===== src/rtl/shift_right_seq_pkg.sv =====
// Shared shifter package: state encoding and data/shift-amount
// widths used by the sequential right- and left-shift blocks.
package shift_right_seq_pkg;

    localparam int DATA_W  = 32;
    localparam int SHAMT_W = $clog2(DATA_W);

    typedef enum logic [1:0] {
        IDLE  = 2'd0,
        SHIFT = 2'd1,
        DONE  = 2'd2
    } state_e;

endpackage


===== src/rtl/shift_right_seq_step.sv =====
// shift_right_1: single-bit right shift with an explicit fill bit.
// Ports: in_i (operand), fill_i (new MSB), out_o = {fill_i, in_i[W-1:1]}.
module shift_right_1 #(
    parameter int WIDTH = 32
) (
    input  logic [WIDTH-1:0] in_i,
    input  logic             fill_i,
    output logic [WIDTH-1:0] out_o
);

    assign out_o = {fill_i, in_i[WIDTH-1:1]};

endmodule


===== src/rtl/shift_right_seq.sv =====
// shift_right_seq: multi-cycle right shifter, one bit per clock.
// Ports: clk, rst_n, start_i/a_i/shamt_i/arith_i (request), flush_i
// (abort), busy_o (shifting), done_o (result pulse), o (last result).
module shift_right_seq
    import shift_right_seq_pkg::*;
#(
    parameter int WIDTH = DATA_W
) (
    input  logic               clk,
    input  logic               rst_n,
    input  logic               start_i,
    input  logic [WIDTH-1:0]   a_i,
    input  logic [SHAMT_W-1:0] shamt_i,
    input  logic               arith_i,
    input  logic               flush_i,
    output logic               busy_o,
    output logic               done_o,
    output logic [WIDTH-1:0]   o
);

    state_e             state_q, state_d;
    logic [WIDTH-1:0]   work_q, work_d;
    logic [WIDTH-1:0]   res_q, res_d;
    logic [SHAMT_W-1:0] cnt_q, cnt_d;
    logic               fill_q, fill_d;
    logic [WIDTH-1:0]   step;

    shift_right_1 #(
        .WIDTH(WIDTH)
    ) u_step (
        .in_i  (work_q),
        .fill_i(fill_q),
        .out_o (step)
    );

    always_comb begin
        state_d = state_q;
        work_d  = work_q;
        res_d   = res_q;
        cnt_d   = cnt_q;
        fill_d  = fill_q;

        unique case (state_q)
            IDLE, DONE: begin
                if (start_i) begin
                    work_d = a_i;
                    cnt_d  = shamt_i;
                    fill_d = arith_i & a_i[WIDTH-1];
                    if (shamt_i == '0) begin
                        // Zero shift: result is the operand itself.
                        state_d = DONE;
                        res_d   = a_i;
                    end else begin
                        state_d = SHIFT;
                    end
                end else if (state_q == DONE) begin
                    state_d = IDLE;
                end
            end
            SHIFT: begin
                work_d = step;
                cnt_d  = cnt_q - SHAMT_W'(1);
                // Last step: publish the shifted value directly.
                if (cnt_q == SHAMT_W'(1)) begin
                    state_d = DONE;
                    res_d   = step;
                end
            end
            default: begin
                state_d = IDLE;
            end
        endcase

        // Abort wins over everything; the published result survives.
        if (flush_i) begin
            state_d = IDLE;
            res_d   = res_q;
        end
    end

    always_ff @(posedge clk or negedge rst_n) begin
        if (!rst_n) begin
            state_q <= IDLE;
            work_q  <= '0;
            res_q   <= '0;
            cnt_q   <= '0;
            fill_q  <= 1'b0;
        end else begin
            state_q <= state_d;
            work_q  <= work_d;
            res_q   <= res_d;
            cnt_q   <= cnt_d;
            fill_q  <= fill_d;
        end
    end

    assign busy_o = (state_q == SHIFT);
    assign done_o = (state_q == DONE);
    assign o      = res_q;

endmodule


===== config.mk =====
export PLATFORM = sky130hd
export DESIGN_NAME = shift_right_seq
export DESIGN_NICKNAME = d
export VERILOG_FILES = /design/src/rtl/shift_right_seq_pkg.sv /design/src/rtl/shift_right_seq_step.sv /design/src/rtl/shift_right_seq.sv
export SDC_FILE = /design/constraint.sdc
export NUM_CORES = 1
export LEC_CHECK = 0
export CAP_MARGIN = 20
export CORE_MARGIN = 2
export CORE_UTILIZATION = 40
export DETAILED_ROUTE_END_ITERATION = 10
export HOLD_SLACK_MARGIN = 0.08
export PLACE_DENSITY = 0.66
export SYNTH_ARGS = -nofsm -noshare
export SYNTH_HDL_FRONTEND = slang
export SYNTH_SLANG_ARGS = --single-unit

===== constraint.sdc =====
create_clock -name clk -period 2.7 [get_ports clk]
set_input_delay 0.54 -clock clk [delete_from_list [all_inputs] [get_ports clk]]
set_output_delay 0.54 -clock clk [all_outputs]
set_load 0.01 [all_outputs]

==> reports/results.ini <==
[setup_path]
r2r_cells=7
cp_slowest_cell=clkdlybuf4s50_1
cp_slowest_stage_delay_ns=0.59
crit_buf_inv=2
worst-endpoint-required_ns=2.16
crit_path_end_kind=output pin
worst-endpoint-arrival_ns=1.77
critical_path.cell_chain=nand2b_2 > inv_1 > clkdlybuf4s50_1
startpoint_type=register
worstSetupPathDepth=3
critical_path.top_delay_family=buffers and inverters
r2r-start=cnt_q[1]
critPathMaxFanout=8
startpoint=state_q[0]
critical_path_class=register to output pin

[logic_synthesis]
yosysUniqueCellTypes=28
synth_area_leader_cell=dfrtp_1
synth.area.top_cells=dfrtp_1 55%, nand2_1 8.5%, mux2i_1 8.0%
syn_area_per_cell_sq_um=11.2
ys_seq_area_share_pct=54.9
yosysWarningCount=0
ys_seq_elements=71
post-synth-top-area-fraction_pct=54.9
synthesis.nets=332
netlist_area_sq_mm=0.00324
syn_inst=288

[cells_and_area]
n_antenna_cell=0
final_common_cell=clkdlybuf4s50_1
layout_common_cells=74 x clkdlybuf4s50_1, 73 x nand2_1, 71 x dfrtp_1, 26 x mux2i_1, 21 x mux2_2
seq_area_sq_mm=0.00178
multi_input_area_sq_mm=0.00132
final_cells=473
nets=410
drive_gt1_share_pct=17.3
fin_area_sq_mm=0.00431
fillerInstances=702
area_delta_synth_final_pct=33.1

[sta]
fin_skew_ns=0.00835
fin_crit_sh_pct=85.5
worstMarginPinSlew_ns=0.899
maxSlewViolCount=0
fmax_mhz=433
finalSetupViolCount=0
relSlewSlack_pct=40.0
hold_viol=0
fin_setup_tns_ns=0
rsz0062_at_grt=no
finalCriticalPeriod_ns=2.31
holdWs_ns=0.296

[die]
dieArea_sq_mm=0.00883
fp-row-count=32
core_area_sq_mm=0.00777
die_height_um=94.0
pin_count=76
die_w_um=94.0
start_util_pct=41.7

[clock_tree]
ctsResizeCount=0
clock_latency_ns=0.35
tritoncts=built
postCtsSetupRepairBufs=0
cts_hold_buf=0
cts_root_buffer=clkbuf_8
path_clk_slew_ns=0.08
clockBufferDepth=2
cts_num_sinks=71
htree_levels=3
cts_buffers=9

[flow_run]
maxCapViolCount=0

[pwr]
finalPower_mw=3.60
vdd_drop_max_mv=0.352
powerDensity_mw_per_mm2=835
p_leak_nw=2.16

[detailed_routing]
vias=2263
remaining_drc_errors=0
detail_route.iter0.violations=78
viasPerCell=4.78
wl_per_cell_um=13.6
drt-total-wl_um=6450
ant_nets=0
drt_first_pass_iters=4

[status]
status=completed

[global_route]
grt.total_usage_pct=16.1
grt_overflow_total=0
antenna_found_initial=0
grt_max_degree=72
grt_pass1_vias=2313
grt_pass1_wl_um=11000

[placement]
dp.final_hpwl_um=4380
post_dp_cell_area_sq_mm=0.00411
place_congestion=0.763
dpl.cell_count=457
portBuffers=75

[worst_hold_path]
hp-class=input pin to asynchronous set/reset pin

## report_power, final
| part | total [mW] | switching, mW | internal [mW] |
|---|---|---|---|
| clock network | 0.836 | 0.389 | 0.446 |
| logic | 1.20 | 0.460 | 0.740 |
| registers | 1.56 | 0.179 | 1.38 |
| total | 3.60 | 1.03 | 2.57 |
## through the flow
step	worst slack [ns]	util (%)
CTS	0.356	55.5
detailed placement	0.130	52.9
global route	0.248	55.5
floorplan	0.700	-
finish	0.391	55.5
global placement	0.183	52.9
## synthesized netlist by cell type
cell / instances
a21o_1: 1
a21oi_1: 3
a21oi_2: 1
a221oi_1: 1
a22oi_1: 1
a2bb2oi_1: 1
a311oi_1: 1
a32oi_1: 1
buf_2: 5
buf_6: 2
clkbuf_1: 7
dfrtp_1: 71
ha_1: 2
inv_1: 18
mux2_2: 21
mux2_4: 16
mux2i_1: 26
nand2_1: 73
nand2b_1: 3
nor2_1: 9
nor2_2: 1
nor2b_1: 1
nor3_1: 1
o2111ai_4: 1
o21ai_0: 18
o22ai_1: 1
or4_1: 1
or4b_1: 1
## cell type report
| cell class | instances | area share [%] |
|---|---|---|
| clock buffer | 10 | 3.19 |
| sequential | 71 | 41.2 |
| inverter | 18 | 1.57 |
| clock inverter | 6 | 1.39 |
| multi-input combinational | 185 | 30.7 |
| tap | 102 | 2.96 |
| timing repair buffer | 81 | 19.0 |
## registers in the layout (all words and copies together) (netlist names)
signal / count
work_q: 31
cnt_q: 5
fill_q: 1
state_q: 2
o: 32
## per-layer routing
metal / GRT usage, % / vias to the layer above / part of all wire [%]
met5: 0 / - / 0
met4: 5.43 / 0 / 1.2
met3: 4.98 / 9 / 5.9
met2: 24.8 / 60 / 46
met1: 21.6 / 1080 / 47
li1: - / 1114 / -
## logic make-up (layout without fill, tap and decap cells)
| family | after synthesis | in the layout | share of synthesized area, % |
|---|---|---|---|
| AOI/OAI and AO/OA | 30 | 30 | 6.07 |
| muxes | 63 | 63 | 22.8 |
| buffers and inverters | 32 | 115 | 4.37 |
| and+or+nand+nor | 90 | 90 | 11.2 |
| DFF | 71 | 71 | 54.9 |
| adders and majority gates | 2 | 2 | 0.773 |
## worst paths after layout
path,slack (ns),to
min,0.30,o[5]
min in group clk,0.48,work_q[6]
max reg2reg,0.68,o[17]
min reg2reg,0.48,work_q[6]
max in group asynchronous,1.79,work_q[27]
max,0.39,busy_o
Note: power is estimated with default switching activity, not from simulation.
